**config.mk**
```make
export PLATFORM = sky130hd
export DESIGN_NAME = split_rr_arbiter
export DESIGN_NICKNAME = d
export VERILOG_FILES = /design/src/rtl/split_rr_arbiter.sv
export SDC_FILE = /design/constraint.sdc
export NUM_CORES = 1
export LEC_CHECK = 0
export BUFFER_PORTS_ARGS = -buffer_cell sky130_fd_sc_hd__buf_2
export CELL_PAD_IN_SITES_DETAIL_PLACEMENT = 1
export CELL_PAD_IN_SITES_GLOBAL_PLACEMENT = 1
export CORE_MARGIN = 1
export CORE_UTILIZATION = 23
export CTS_CLUSTER_SIZE = 25
export DETAILED_ROUTE_END_ITERATION = 12
export PLACE_DENSITY = 0.56
export RECOVER_POWER = 100
export SYNTH_ARGS = -nofsm -noshare
export SYNTH_HDL_FRONTEND = slang
export SYNTH_SLANG_ARGS = --single-unit
```
**constraint.sdc**
```tcl
create_clock -name CLK -period 2.2 [get_ports CLK]
set_input_delay 0.55 -clock CLK [delete_from_list [all_inputs] [get_ports CLK]]
set_output_delay 0.55 -clock CLK [all_outputs]
set_load 0.005 [all_outputs]
```
**src/rtl/split_rr_arbiter.sv**
```systemverilog
`timescale 1ns/1ps
// split_rr_arbiter
// Round-robin arbiter for N_MASTERS masters sharing one bus, with a grant
// timeout and per-slave split-transaction tracking.
// Optional feature macro: ARB_SPLIT_EN
//   defined   : split table, resume priority, B_SPLIT, B_SPL_RESUME, SPLIT_PEND
//   undefined : pure round-robin with timeout; split outputs tied low and
//               S_SPLIT / S_READY ignored.
// All outputs come straight from flops.

module split_rr_arbiter #(
    parameter int N_MASTERS     = 4,
    parameter int N_SLAVES      = 3,
    parameter int GRANT_TIMEOUT = 16
) (
    input  logic                 CLK,
    input  logic                 RSTN,
    input  logic [N_MASTERS-1:0] M_REQ,
    output logic [N_MASTERS-1:0] M_GRANT,
    input  logic                 B_UTIL,
    input  logic [N_SLAVES-1:0]  S_SPLIT,
    input  logic [N_SLAVES-1:0]  S_READY,
    output logic                 B_SPLIT,
    output logic                 B_SPL_RESUME,
    output logic [N_SLAVES-1:0]  SPLIT_PEND
);

    localparam int IDX_W = (N_MASTERS > 1) ? $clog2(N_MASTERS) : 1;
    localparam int CNT_W = (GRANT_TIMEOUT > 2) ? $clog2(GRANT_TIMEOUT) : 1;

    typedef enum logic [1:0] {
        IDLE  = 2'd0,
        GRANT = 2'd1,
        UTIL  = 2'd2
    } state_t;

    // Master index to one-hot grant vector.
    function automatic logic [N_MASTERS-1:0] idx_onehot(input logic [IDX_W-1:0] idx);
        logic [N_MASTERS-1:0] one_v;
        one_v = {{(N_MASTERS-1){1'b0}}, 1'b1};
        return one_v << idx;
    endfunction

    state_t                 state_r,     state_nxt_s;
    logic [N_MASTERS-1:0]   grant_r,     grant_nxt_s;
    logic [IDX_W-1:0]       gnt_idx_r,   gnt_idx_nxt_s;
    logic [IDX_W-1:0]       rr_ptr_r,    rr_ptr_nxt_s;
    logic [CNT_W-1:0]       cnt_r,       cnt_nxt_s;

    logic [N_MASTERS-1:0]   parked_s;
    logic [N_MASTERS-1:0]   elig_s;
    logic                   rr_found_s;
    logic [IDX_W-1:0]       rr_idx_s;
    logic [IDX_W-1:0]       rr_cand_s;

`ifdef ARB_SPLIT_EN
    localparam int SLV_W = (N_SLAVES > 1) ? $clog2(N_SLAVES) : 1;

    logic [N_SLAVES-1:0]    spl_valid_r, spl_valid_nxt_s;
    logic [IDX_W-1:0]       spl_owner_r     [N_SLAVES];
    logic [IDX_W-1:0]       spl_owner_nxt_s [N_SLAVES];
    logic                   b_split_r,   b_split_nxt_s;
    logic                   resume_r,    resume_nxt_s;

    logic                   res_found_s;
    logic                   res_hit_s;
    logic [SLV_W-1:0]       res_slave_s;
    logic [IDX_W-1:0]       res_owner_s;
    logic                   spl_any_s;
    logic [SLV_W-1:0]       spl_slave_s;

    // Masters currently parked behind any valid split entry.
    always_comb begin
        parked_s = {N_MASTERS{1'b0}};
        for (int s = 0; s < N_SLAVES; s++) begin
            parked_s = parked_s |
                       (spl_valid_r[s] ? idx_onehot(spl_owner_r[s]) : {N_MASTERS{1'b0}});
        end
    end

    // Lowest-numbered ready split entry whose owner is still requesting.
    always_comb begin
        res_found_s = 1'b0;
        res_hit_s   = 1'b0;
        res_slave_s = {SLV_W{1'b0}};
        res_owner_s = {IDX_W{1'b0}};
        for (int s = N_SLAVES - 1; s >= 0; s--) begin
            res_hit_s   = spl_valid_r[s] & S_READY[s] & M_REQ[spl_owner_r[s]];
            res_slave_s = res_hit_s ? SLV_W'(s) : res_slave_s;
            res_owner_s = res_hit_s ? spl_owner_r[s] : res_owner_s;
            res_found_s = res_found_s | res_hit_s;
        end
    end

    // Lowest-numbered slave requesting a split this cycle.
    always_comb begin
        spl_slave_s = {SLV_W{1'b0}};
        for (int s = N_SLAVES - 1; s >= 0; s--) begin
            spl_slave_s = S_SPLIT[s] ? SLV_W'(s) : spl_slave_s;
        end
    end

    assign spl_any_s = |S_SPLIT;
`else
    logic unused_split_s;

    assign parked_s       = {N_MASTERS{1'b0}};
    assign unused_split_s = ^{S_SPLIT, S_READY};
`endif

    assign elig_s = M_REQ & ~parked_s;

    // First eligible master after rr_ptr_r, wrapping modulo N_MASTERS.
    always_comb begin
        rr_idx_s   = rr_ptr_r;
        rr_cand_s  = rr_ptr_r;
        rr_found_s = |elig_s;
        for (int k = N_MASTERS; k >= 1; k--) begin
            rr_cand_s = IDX_W'((int'(rr_ptr_r) + k) % N_MASTERS);
            rr_idx_s  = elig_s[rr_cand_s] ? rr_cand_s : rr_idx_s;
        end
    end

    // Next-state, grant, pointer, timeout and split-table logic.
    always_comb begin
        state_nxt_s   = state_r;
        grant_nxt_s   = grant_r;
        gnt_idx_nxt_s = gnt_idx_r;
        rr_ptr_nxt_s  = rr_ptr_r;
        cnt_nxt_s     = cnt_r;
`ifdef ARB_SPLIT_EN
        spl_valid_nxt_s = spl_valid_r;
        spl_owner_nxt_s = spl_owner_r;
        b_split_nxt_s   = 1'b0;
        resume_nxt_s    = resume_r;
`endif
        case (state_r)
            IDLE: begin
                cnt_nxt_s = {CNT_W{1'b0}};
`ifdef ARB_SPLIT_EN
                if (res_found_s) begin
                    // Resume beats round-robin; the entry frees as the grant appears.
                    grant_nxt_s                  = idx_onehot(res_owner_s);
                    gnt_idx_nxt_s                = res_owner_s;
                    spl_valid_nxt_s[res_slave_s] = 1'b0;
                    resume_nxt_s                 = 1'b1;
                    state_nxt_s                  = GRANT;
                end else
`endif
                if (rr_found_s) begin
                    grant_nxt_s   = idx_onehot(rr_idx_s);
                    gnt_idx_nxt_s = rr_idx_s;
                    state_nxt_s   = GRANT;
                end else begin
                    grant_nxt_s = {N_MASTERS{1'b0}};
                    state_nxt_s = IDLE;
                end
            end
            GRANT: begin
                if (B_UTIL) begin
                    cnt_nxt_s   = {CNT_W{1'b0}};
                    state_nxt_s = UTIL;
                end else if (!M_REQ[gnt_idx_r]) begin
                    // Requester withdrew before using the bus; pointer untouched.
                    grant_nxt_s = {N_MASTERS{1'b0}};
                    cnt_nxt_s   = {CNT_W{1'b0}};
                    state_nxt_s = IDLE;
                end else if (cnt_r == CNT_W'(GRANT_TIMEOUT - 1)) begin
                    // Revoke an unused grant; a revoked resume stays lost.
                    grant_nxt_s  = {N_MASTERS{1'b0}};
                    rr_ptr_nxt_s = gnt_idx_r;
                    cnt_nxt_s    = {CNT_W{1'b0}};
                    state_nxt_s  = IDLE;
                end else begin
                    cnt_nxt_s = cnt_r + 1'b1;
                end
            end
            UTIL: begin
                if (B_UTIL) begin
`ifdef ARB_SPLIT_EN
                    if (spl_any_s && !spl_valid_r[spl_slave_s]) begin
                        spl_valid_nxt_s[spl_slave_s] = 1'b1;
                        spl_owner_nxt_s[spl_slave_s] = gnt_idx_r;
                        b_split_nxt_s                = 1'b1;
                        grant_nxt_s                  = {N_MASTERS{1'b0}};
                        rr_ptr_nxt_s                 = gnt_idx_r;
                        state_nxt_s                  = IDLE;
                    end else begin
                        // No split, or the slave already holds a parked master.
                        state_nxt_s = UTIL;
                    end
`else
                    state_nxt_s = UTIL;
`endif
                end else begin
                    grant_nxt_s  = {N_MASTERS{1'b0}};
                    rr_ptr_nxt_s = gnt_idx_r;
                    state_nxt_s  = IDLE;
                end
            end
            default: begin
                grant_nxt_s = {N_MASTERS{1'b0}};
                cnt_nxt_s   = {CNT_W{1'b0}};
                state_nxt_s = IDLE;
            end
        endcase
`ifdef ARB_SPLIT_EN
        // Resume flag lives exactly as long as the grant it marks.
        resume_nxt_s = resume_nxt_s & (|grant_nxt_s);
`endif
    end

    // Arbitration state, grant, pointer and timeout registers.
    always_ff @(posedge CLK or negedge RSTN) begin
        if (!RSTN) begin
            state_r   <= IDLE;
            grant_r   <= {N_MASTERS{1'b0}};
            gnt_idx_r <= {IDX_W{1'b0}};
            rr_ptr_r  <= IDX_W'(N_MASTERS - 1);
            cnt_r     <= {CNT_W{1'b0}};
        end else begin
            state_r   <= state_nxt_s;
            grant_r   <= grant_nxt_s;
            gnt_idx_r <= gnt_idx_nxt_s;
            rr_ptr_r  <= rr_ptr_nxt_s;
            cnt_r     <= cnt_nxt_s;
        end
    end

`ifdef ARB_SPLIT_EN
    // Split table and split status flags.
    always_ff @(posedge CLK or negedge RSTN) begin
        if (!RSTN) begin
            spl_valid_r <= {N_SLAVES{1'b0}};
            b_split_r   <= 1'b0;
            resume_r    <= 1'b0;
            for (int s = 0; s < N_SLAVES; s++) begin
                spl_owner_r[s] <= {IDX_W{1'b0}};
            end
        end else begin
            spl_valid_r <= spl_valid_nxt_s;
            spl_owner_r <= spl_owner_nxt_s;
            b_split_r   <= b_split_nxt_s;
            resume_r    <= resume_nxt_s;
        end
    end

    assign B_SPLIT      = b_split_r;
    assign B_SPL_RESUME = resume_r;
    assign SPLIT_PEND   = spl_valid_r;
`else
    assign B_SPLIT      = 1'b0;
    assign B_SPL_RESUME = 1'b0;
    assign SPLIT_PEND   = {N_SLAVES{1'b0}};
`endif

    assign M_GRANT = grant_r;

endmodule

```
# After elaboration in Yosys (flattened, before gate mapping)
# Index checks and enable logic that the tools add are counted.
dict set report word_totals {
  regBits 14
  in_bits 13
}
dict set report classes {
  addsub 5
  muxes 35
  eq_ne 9
  magnitude_cmp 5
  shift 1
  reduce_logical 6
}
# cell n
set ops {}
lappend ops {{$mux 4} 8}
lappend ops {{$mux 2} 12}
lappend ops {{$lt 2x3->1 const B} 5}
lappend ops {{$pmux 4 s3} 1}
lappend ops {{$bmux 1 s2} 5}
lappend ops {{$ne 2x2->1 const B} 4}
lappend ops {{$pmux 4 s2} 1}
lappend ops {{$mux 1} 6}
lappend ops {{$pmux 2 s3} 1}
lappend ops {{$reduce_and 5->1} 1}
lappend ops {{$add 2x1->2 const B} 2}
lappend ops {{$add 2x2->2 const B} 2}
lappend ops {{$add 4x1->4 const B} 1}
lappend ops {{$eq 4x4->1 const B} 1}
lappend ops {{$ne 4x4->1 const B} 1}
lappend ops {{$pmux 2 s2} 1}
lappend ops {{$reduce_or 4->1} 1}
lappend ops {{$shl 1x2->4 const A} 1}
lappend ops {{$ne 3x3->1 const B} 1}
lappend ops {{$reduce_and 3->1} 1}
lappend ops {{$eq 2x1->1 const B} 1}
lappend ops {{$eq 2x2->1 const B} 1}
lappend ops {{$logic_not 2->1} 1}
lappend ops {{$reduce_and 2->1} 1}
lappend ops {{$reduce_bool 2->1} 1}

# Depth between registers and ports, before layout
# Gate-level depths: netlist (run 1).
dict set report logic_depth {
  ltp_word 10
  mapped_depth 7
  ltp_nobuf 6
}

# Worst setup path before layout (run 1)
# OpenSTA, ideal clock, no wires.
dict set report synth_timing {
  path_kind {in2reg}
  from {input port M_REQ[3]}
  to {register cnt_r[3]}
  required_time_ns 2.074
  setup_slack_ns 0.543
  stages 4
  arrival_time_ns 1.531
  setup_ns 0.126
  path_buffers 0
  cell_sequence {mux4_2 -> nand3_1 -> nor2_1 -> a221o_1}
}
dict set report synth_between {
  elab_chain_len 5
}
# element line_no
set synth_rtl {}
lappend synth_rtl {{start, declared} 18} ;# input logic [N_MASTERS-1:0] M_REQ,
lappend synth_rtl {{$bmux 1 s2} 163} ;# end else if (!M_REQ[gnt_idx_r]) begin
lappend synth_rtl {{$mux 1 (implied by the code)} 163}
lappend synth_rtl {{$mux 4} 163}
lappend synth_rtl {{$mux 4} 160} ;# if (B_UTIL) begin
lappend synth_rtl {{$pmux 4 s2} 137} ;# case (state_r)
lappend synth_rtl {{end signal, assigned} 220} ;# cnt_r <= {CNT_W{1'b0}};
lappend synth_rtl {{end signal, assigned} 226} ;# cnt_r <= cnt_nxt_s;
lappend synth_rtl {{end, declared} 48} ;# logic [CNT_W-1:0] cnt_r, cnt_nxt_s;
# No other way between the ends. The select of a mux whose other input is x is not followed.
# A chain may end at the register's enable or synchronous reset.

# Worst setup path after layout (run 1)
dict set report layout_timing {
  from {register gnt_idx_r[0]}
  to {register grant_r[2] (netlist: M_GRANT[2])}
}
dict set report layout_between {
  elab_chain_len 5
  word_cells_on_any_way 7
  classes_between {eq/ne: 1; mux: 5; reduce/logical: 1}
}
# element line_no
set layout_rtl {}
lappend layout_rtl {{start, declared} 46} ;# logic [IDX_W-1:0] gnt_idx_r, gnt_idx_nxt_s;
lappend layout_rtl {{start signal, assigned} 218} ;# gnt_idx_r <= {IDX_W{1'b0}};
lappend layout_rtl {{start signal, assigned} 224} ;# gnt_idx_r <= gnt_idx_nxt_s;
lappend layout_rtl {{$bmux 1 s2 (*)} 163}
lappend layout_rtl {{$mux 1 (implied by the code) (*)} 163}
lappend layout_rtl {{$mux 4} 163}
lappend layout_rtl {{$mux 4} 160}
lappend layout_rtl {{$pmux 4 s3} 137}
lappend layout_rtl {{end signal, assigned} 217} ;# grant_r <= {N_MASTERS{1'b0}};
lappend layout_rtl {{end signal, assigned} 223} ;# grant_r <= grant_nxt_s;
lappend layout_rtl {{end, declared} 45} ;# logic [N_MASTERS-1:0] grant_r, grant_nxt_s;
# Every way passes the cells marked *; elsewhere a longest branch is shown, timed or not. The select of a mux whose other input is x is not followed.

==> run metrics, run 1 <==
GR Overflow Total 0; Core Util, Final 0.280; Core ar. 0.00374 mm^2; H-tree depth 1; R2R depth 3; Min Clock Period, post-route 1.70 ns; DRT Pass-1 Iters 4; part of the cycle the worst path needs 0.771; Setup crit start kind flop; leakage power 0.466 nW; highest clock rate 0.589 GHz; max cap viols 0; Worst Path Required 2.34 ns; Die Wd 65.2 um; relative slew slack 0.461; Placed Area 0.00100 mm^2; routed via count 747; worst path cell trace mux4_2 > a31o_1 > o41ai_1; clock tree buffer depth 2; largest area contributor in the netlist dfrtp_1; max-slew violation count 0; worst skew pair latency 0.25 ns; Fin. Hold Viols 0; Die Span Y 65.2 um; Post-CTS Hold Buffers 0; final number of setup-violating endpoints 0; number of port buffers 10; global placement routability congestion 0.736; mean post-synth cell area 9.78 um^2; row cnt 22; first-pass GRT wire length 3360 um; fin nets 124; largest net degree at the start of global routing 15; Antenna diodes 0; CP arrival 1.84 ns; Final Total Pwr 1.36 mW; synth warn 0; Final WS setup 0.503 ns; Area contributors post-synth dfrtp_1 (33%), ha_1 (6.8%), dfstp_2 (5.7%); TritonCTS clock tree yes; kind of end point of the critical path flop; RSZ-0062 raised after global routing false; crit-path max FO 8; layout cells sized above 1 0.190; Initial Util 0.246; slowest stage delay, CP 0.57 ns; Area Growth Syn to Fin 14.0%; VDD IR max 0.339 mV; vias in the first global route 709; clock transition at the registers of the reported paths 0.06 ns; Synth async-reset ratio 1.00; Fin Clk Skew 0.00233 ns; GR Util All Layers 0.106; post-CTS sizing 0; Hold WC Path Type input port to async pin; # fillers 451; WL final 2090 um; top_reg_cell synth dfrtp_1; Slew @ Worst Pin 0.808 ns; overall die area 0.00425 mm^2; Top Ports 22; Place WS 0.304 ns; dpl hpwl 1620 um; WS Path Type flop to flop; Post-synth EDFFs 0; total CTS buffers 3; WL/cell 13.7 um; starting DRC count in detailed routing 15; Root Buffer clkbuf_8; Synth cell types 35; Critical-path top delay cell mux4_2; Syn Inst Count 94; Post-DRT Antenna Nets 0; most instantiated cells after synthesis dfrtp_1 (12), nand2_1 (11), nand2b_1 (6); post-synthesis sequential area ratio 0.384; Yosys top cell area share 0.327; initial antenna violation count 0; TritonCTS Sinks 14; status finished clean; Cell Pwr Density 1300 mW/mm^2; post-route design area 0.00105 mm^2; most frequent cell after synthesis dfrtp_1; setup TNS 0 ns; Post CTS Setup Buffer Count 0; cell area after synthesis 920 um^2; Via density 4.88; DRC violations left 0; #FFs+latches synth 14
==> final timing paths <==
path / startpoint / to / slack, ns
min in group CLK: M_GRANT[3] / M_GRANT[3] / 0.47
setup reg to reg: gnt_idx_r[0] / M_GRANT[2] / 0.50
hold / removal: RSTN / cnt_r[2] / 0.36
hold reg to reg: M_GRANT[3] / M_GRANT[3] / 0.47
setup / recovery: gnt_idx_r[0] / M_GRANT[2] / 0.50
max in group asynchronous: RSTN / state_r[0] / 1.34
==> metal layers <==
| layer | GRT usage | vias to the layer above | share of wire |
|---|---|---|---|
| li1 | - | 359 | - |
| met3 | 0.0313 | 5 | 0.044 |
| met1 | 0.127 | 370 | 0.46 |
| met2 | 0.168 | 13 | 0.48 |
| met4 | 0.0571 | 0 | 0.021 |
| met5 | 0 | - | 0 |
==> kinds of logic (layout without fill, tap and decap cells) <==
logic type      after synthesis  count (layout)  share of synthesized area
compound gates               27              27                      0.249
other cells                   1               5                    0.00408
buf+inv                      12              19                     0.0694
mux                           3               3                     0.0476
fa+ha+maj                     5               5                     0.0680
flops                        14              14                      0.384
simple gates                 32              32                      0.178
==> cell type report <==
| class | instances | area (um^2) | area share |
|---|---|---|---|
| multi-input cells | 72 | 509 | 0.486 |
| flip-flops and latches | 14 | 353 | 0.337 |
| well taps | 48 | 60.1 | 0.0573 |
| repair buffers | 11 | 56.3 | 0.0537 |
| clock buffers | 4 | 55.1 | 0.0525 |
| inverters | 4 | 15.0 | 0.0143 |
==> critical path, delay by kind of cell (launching register included) <==
family,cells,cell delay (ns)
compound gates,2,0.60
flops,1,0.41
mux,1,0.57
==> metrics by stage <==
step                hold slack [ns]  instances
floorplan                     0.254         98
global placement              0.456        149
detailed placement            0.468        149
CTS                           0.205        153
global route                  0.417        153
finish                        0.361        153
==> cells in the final DEF (no fill, tap or decap), types with 2 or more instances in the layout <==
cell / n
dfrtp_1: 12
nand2_1: 11
buf_2: 9
nand2b_1: 6
nand3_1: 5
ha_1: 5
conb_1: 5
inv_1: 4
o21ai_0: 4
o41ai_1: 4
clkbuf_8: 4
nor2_1: 3
a21oi_1: 3
a21o_1: 2
a211oi_1: 2
a22oi_1: 2
o211ai_1: 2
nor4_1: 2
==> where the power goes <==
group	switching, mW	leakage, nW	internal [mW]
clock network	0.101	0.0288	0.159
logic	0.350	0.258	0.283
registers	0.0974	0.179	0.369
==> registers in the layout, summed over array words and instances (netlist names) <==
register and flops:
M_GRANT 4, cnt_r 4, gnt_idx_r 2, rr_ptr_r 2
state_r 2
Note: power is estimated with default switching activity, not from simulation.
==> run 2: changes to the inputs <==
Settings changed: ABC_AREA from default to 1, PLACE_DENSITY 0.56 to 0.59.
Clock period 2.2 ns to 1.48 ns, I/O delays scaled along.
==> run metrics, run 2 <==
commonest non-fill, non-tap cells in the layout nand2_1 (36), nand2_2 (16), inv_1 (14); R2R depth 11 (+8); placed insts 205 (+38%); Final WS setup -0.00568 ns (-0.508 ns); Area Growth Syn to Fin 27.6%; Hold WC Path Type input port to async pin; commonest non-fill, non-tap cell in the layout nand2_1; DRC violations left 0 (unchanged); VDD IR max 0.532 mV (+57%); most instantiated cells after synthesis nand2_1 (42), inv_1 (14), nand2_2 (13), dfrtp_1 (12), nand3_1 (8); setup TNS -0.0124 ns (-0.0124 ns); synth warn 0 (unchanged); Die Wd 68.9 um (+5.6%); hold_ws 0.179 ns (-0.182 ns); dpl hpwl 2040 um (+26%); Antenna diodes 0 (unchanged); highest clock rate 0.673 GHz (+14%); TritonCTS Sinks 14 (unchanged); Initial Util 0.248 (+0.00253); vias in the first global route 1033 (+46%); H-tree depth 1 (unchanged); Die Span Y 68.9 um (+5.6%); crit-path max FO 8 (unchanged); relative slew slack 0.472 (+0.0104); Worst Setup SP rr_ptr_r[0]; Synth cell types 27 (-23%); Post-synth EDFFs 0 (unchanged); Critical R2R Launch rr_ptr_r[0]; DRT Pass-1 Iters 4 (unchanged); Setup crit start kind flop; Post-CTS Hold Buffers 0 (unchanged); max cap viols 0 (unchanged); post-synthesis sequential area ratio 0.343 (-0.0406); fin nets 183 (+48%); Via density 4.38 (-10%); clock transition at the registers of the reported paths 0.06 ns (about the same); starting DRC count in detailed routing 26 (+11); WL final 2500 um (+20%); RSZ-0062 raised after global routing true; Min Clock Period, post-route 1.49 ns (-0.212 ns); Non-Filler Instances 214 (+40%); Fin. Hold Viols 0 (unchanged); failing checks negative setup slack; FF-to-FF End M_GRANT[3]; initial antenna violation count 0 (unchanged); kind of end point of the critical path flop; r2r setup slk -0.006 ns (-0.51 ns); GR Util All Layers 0.122 (+0.0164); Yosys top cell area share 0.292 (-0.0346); #FFs+latches synth 14 (unchanged); Place WS -0.0441 ns (-0.349 ns); global placement routability congestion 0.740 (+0.54%); largest area contributor in the netlist dfrtp_1; Critical Path Sink M_GRANT[3]; layout cells sized above 1 0.384 (+0.194); top_reg_cell synth dfrtp_1; TritonCTS clock tree yes; cell area after synthesis 0.00103 mm^2 (+12%); Root Buffer clkbuf_8; status complete, but fails checks; CP arrival 1.63 ns (-0.21 ns); overall die area 0.00474 mm^2 (+11%); clock tree buffer depth 2 (unchanged); worst skew pair latency 0.25 ns (about the same); row cnt 23 (+4.5%); max-slew violation count 0 (unchanged); WS Path Type flop to flop; Syn Inst Count 138 (+47%); mean post-synth cell area 7.45 um^2 (-24%); Slew @ Worst Pin 0.793 ns (-0.0156 ns); most frequent cell after synthesis nand2_1; Core Util, Final 0.317 (+0.0366); Worst Path Required 1.62 ns (-0.72 ns); Top Ports 22 (unchanged); routed via count 938 (+26%); Area contributors post-synth dfrtp_1 (29%), nand2_1 (15%), nand2_2 (7.9%); Cell Pwr Density 2120 mW/mm^2 (+63%); total CTS buffers 3 (unchanged); Fin Clk Skew 0.00285 ns (+0.000527 ns); WL/cell 11.7 um (-15%); Core ar. 0.00414 mm^2 (+11%); part of the cycle the worst path needs 1.00 (+0.232); leakage power 0.686 nW (+47%); final number of setup-violating endpoints 3 (+3); first-pass GRT wire length 4370 um (+30%); largest net degree at the start of global routing 15 (unchanged); Post-DRT Antenna Nets 0 (unchanged); GR Overflow Total 0 (unchanged); number of port buffers 10 (unchanged); Synth async-reset ratio 1.00 (unchanged)
## run 2: cell types whose count changed after synthesis, sizes merged, moves of 3 or more
cell	before	now
clkbuf	3	0
inv	4	19
nand2	11	56
nand2b	6	0
nand3	5	10
nand4	0	6
nor2	3	6
o21ai	4	7
o41ai	5	0
## run 2: layout make-up
type                            count  area [um^2]
Fill cell                         534         2830
Multi-Input combinational cell    103          618
Sequential cell                    14          353
Timing Repair Buffer               24          148
Inverter                           19         76.3
Tap cell                           50         62.6
Clock buffer                        4         55.1
## run 2: how the worst min path moves through the flow
stage / startpoint / to
3_5_place_dp: RSTN / cnt_r[0]
3_3_place_gp: RSTN / cnt_r[0]
4_1_cts: RSTN / cnt_r[1]
6_report: RSTN / cnt_r[0]
2_1_floorplan: RSTN / M_GRANT[0]
5_1_grt: RSTN / cnt_r[1]
## run 2: through the flow
stage	total power, mW	instance area, um^2
finish	2.78	1310
global route	3.05	1310
CTS	2.78	1290
detailed placement	2.18	1170
global placement	2.10	1170
floorplan	1.73	1040
## run 2: cells by family (layout without fill, tap and decap cells)
group | count (synthesis) | after routing | share of synthesized area
XOR/XNOR | 1 | 1 | 0.00852
AND/OR/NAND/NOR | 79 | 79 | 0.377
other | 1 | 5 | 0.00365
buffers and inverters | 25 | 47 | 0.122
adder cells (fa/ha/maj) | 5 | 5 | 0.0608
flip-flops | 14 | 14 | 0.343
AO/OA/AOI/OAI | 13 | 13 | 0.0852
## run 2: what timing repair did
| item | CTS | global route |
|---|---|---|
| setup endpoints to repair | 4 | 12 |
| resized for setup | 12 | 5 |
| hold endpoints to repair | 0 | 0 |
| setup buffers | 2 | 3 |
| pin swaps | 5 | 5 |
## run 2: report_power, final
part | total [mW] | internal [mW] | leakage (nW) | switching [mW]
Sequential | 0.631 | 0.517 | 0.180 | 0.114
Clock | 0.382 | 0.236 | 0.0288 | 0.146
Combinational | 1.77 | 0.702 | 0.476 | 1.06
## run 2: critical path, cell delays in order, from the launching register on
cell     delay (ns)
dfstp_2        0.63
inv_6          0.07
nand2_1        0.07
nand2_2        0.07
nand2_2        0.08
nand2_2        0.06
nand2_4        0.08
nand2_4        0.05
nand2_4        0.08
nand2_4        0.07
nand3_2        0.06
nand2_1        0.05
## run 2: layer usage
metal  up-vias  GRT usage  wire length [um]  share of wire
li1        480          -                 -              -
met1       444      0.143              1090           0.44
met2        12      0.231              1340           0.54
met3         2    0.00987                53          0.021
met4         0     0.0383                14         0.0056
met5         -          0                 0              0
==> run 3: changes to the inputs <==
Settings changed: ABC_AREA 1 to default, PLACE_DENSITY 0.59 to 0.58.
==> run metrics, run 3 (same netlist as run 1, synthesis figures left out) <==
row cnt 22 (-4.3%); vias in the first global route 978 (-5.3%); R2R depth 3 (-8); commonest non-fill, non-tap cells in the layout buf_4 (19), dfrtp_1 (12), nand2_1 (11); Sequential Area 353 um^2 (unchanged); Min Clock Period, post-route 1.57 ns (+0.0816 ns); kind of end point of the critical path flop; Largest delay share family, worst path multiplexers; global placement routability congestion 0.742 (+0.35%); relative slew slack 0.463 (-0.00853); FF-to-FF End M_GRANT[1]; worst skew pair latency 0.24 ns (about the same); max cap viols 0 (unchanged); DRC violations left 0 (unchanged); post-route design area 0.00131 mm^2 (-0.29%); initial antenna violation count 0 (unchanged); WS Path Type flop to flop; Fin Clk Skew 0.00117 ns (-0.00169 ns); clock transition at the registers of the reported paths 0.06 ns (about the same); dpl hpwl 2010 um (-1.2%); GR peak layer met2; Critical-path top delay cell mux4_2; highest clock rate 0.638 GHz (-5.2%); leakage power 0.585 nW (-15%); Setup crit start kind flop; r2r setup slk -0.09 ns (-0.08 ns); Slew @ Worst Pin 0.805 ns (+0.0128 ns); part of the cycle the worst path needs 1.06 (+0.0551); Worst Path Required 1.62 ns (about the same); Post-CTS Hold Buffers 0 (unchanged); WL final 2590 um (+3.8%); Final WS setup -0.0872 ns (-0.0816 ns); Hold WC Path Type input port to async pin; layout cells sized above 1 0.468 (+0.0836); Area Growth Syn to Fin 42.3%; CP arrival 1.71 ns (+0.08 ns); total CTS buffers 3 (unchanged); Die Wd 65.2 um (-5.3%); final number of setup-violating endpoints 10 (+7); Top Ports 22 (unchanged); commonest non-fill, non-tap cell in the layout buf_4; Initial Util 0.246 (-0.00253); DRT Pass-1 Iters 4 (unchanged); clock tree buffer depth 2 (unchanged); Non-Filler Instances 172 (-20%); met1 Use GR 0.139 (-0.00444); placed insts 167 (-19%); GR Overflow Total 0 (unchanged); # fillers 436 (-18%); first-pass GRT wire length 4380 um (+0.32%); Root Buffer clkbuf_8; slowest stage delay, CP 0.58 ns (-0.05 ns); GR Util All Layers 0.135 (+0.0132); Cell Pwr Density 2000 mW/mm^2 (-5.6%); overall die area 0.00425 mm^2 (-10%); RSZ-0062 raised after global routing true; Via density 4.85 (+11%); Fin. Hold Viols 0 (unchanged); largest net degree at the start of global routing 15 (unchanged); WL/cell 15.1 um (+29%); worst path cell trace mux4_2 > a31o_4 > o41ai_2; failing checks negative setup slack; VDD IR max 0.792 mV (+49%); met2 global-route usage 0.264 (+0.0336); Die Span Y 65.2 um (-5.3%); critical path depth 3 (-8); crit-path max FO 8 (unchanged); area of the multi-input gates 627 um^2 (+1.4%); CP bufs+invs 0 (-1); Critical R2R Launch gnt_idx_r[0]; max-slew violation count 0 (unchanged); Antenna diodes 0 (unchanged); Placed Area 0.00118 mm^2 (+0.11%); met3 Use GR 0.0382 (+0.0283); Place WS -0.175 ns (-0.130 ns); Core ar. 0.00374 mm^2 (-9.7%); Post-DRT Antenna Nets 0 (unchanged); fin nets 143 (-22%); routed via count 835 (-11%); TritonCTS clock tree yes; TritonCTS Sinks 14 (unchanged); number of port buffers 10 (unchanged); Final Total Pwr 2.62 mW (-5.9%); starting DRC count in detailed routing 14 (-46%); status complete, but fails checks; H-tree depth 1 (unchanged)
## run 3: cell types whose count changed in the layout (fill, tap and decap cells not counted), sizes merged, moves of 6 or more
cell    before  now
nand2       56   11
inv         19    4
buf         19   26
nand2b       0    6
nand4        6    0
## run 3: layout make-up
| type | count | area share |
|---|---|---|
| timing repair buffer | 30 | 0.152 |
| clock buffer | 4 | 0.0421 |
| tap | 48 | 0.0459 |
| inverter | 4 | 0.0115 |
| sequential | 14 | 0.270 |
| multi-input combinational | 72 | 0.479 |
## run 3: power breakdown
group	internal [mW]	switching [mW]
clock	0.236	0.139
sequential	0.553	0.128
combinational	0.781	0.779
## run 3: worst max path at each step
stage	startpoint	to	slack [ns]
3_3_place_gp	M_REQ[0]	M_GRANT[0]	-0.15
6_report	gnt_idx_r[0]	M_GRANT[1]	-0.09
4_1_cts	gnt_idx_r[0]	M_GRANT[3]	-0.10
5_1_grt	gnt_idx_r[0]	M_GRANT[0]	-0.16
2_1_floorplan	gnt_idx_r[0]	M_GRANT[0]	-0.02
3_5_place_dp	M_REQ[3]	M_GRANT[3]	-0.17
## run 3: timing repair
action,in CTS,in global routing
gates resized for setup,7,10
endpoints found under the hold margin,0,0
setup endpoints to repair,11,14
buffers inserted,0,1
pin swaps,3,5
## run 3: stage by stage
step | util | setup TNS [ns] | hold slack, ns
final | 0.350 | -0.495 | 0.189
after global routing | 0.350 | -1.13 | 0.263
after CTS | 0.337 | -0.628 | 0.0273
after detailed placement | 0.314 | -1.46 | 0.291
after global placement | 0.314 | -1.13 | 0.280
after floorplan | - | -0.104 | 0.0744
## run 3: per-layer routing
layer	routed length, um	vias to the layer above
met5	0	-
met2	1420	17
met3	89	4
li1	-	396
met1	1050	418
met4	27	0
## run 3: worst register-to-register path, stage by stage (launching register included)
cell     delay [ns]
dfrtp_1        0.37
mux4_2         0.58
a31o_4         0.30
o41ai_2        0.21
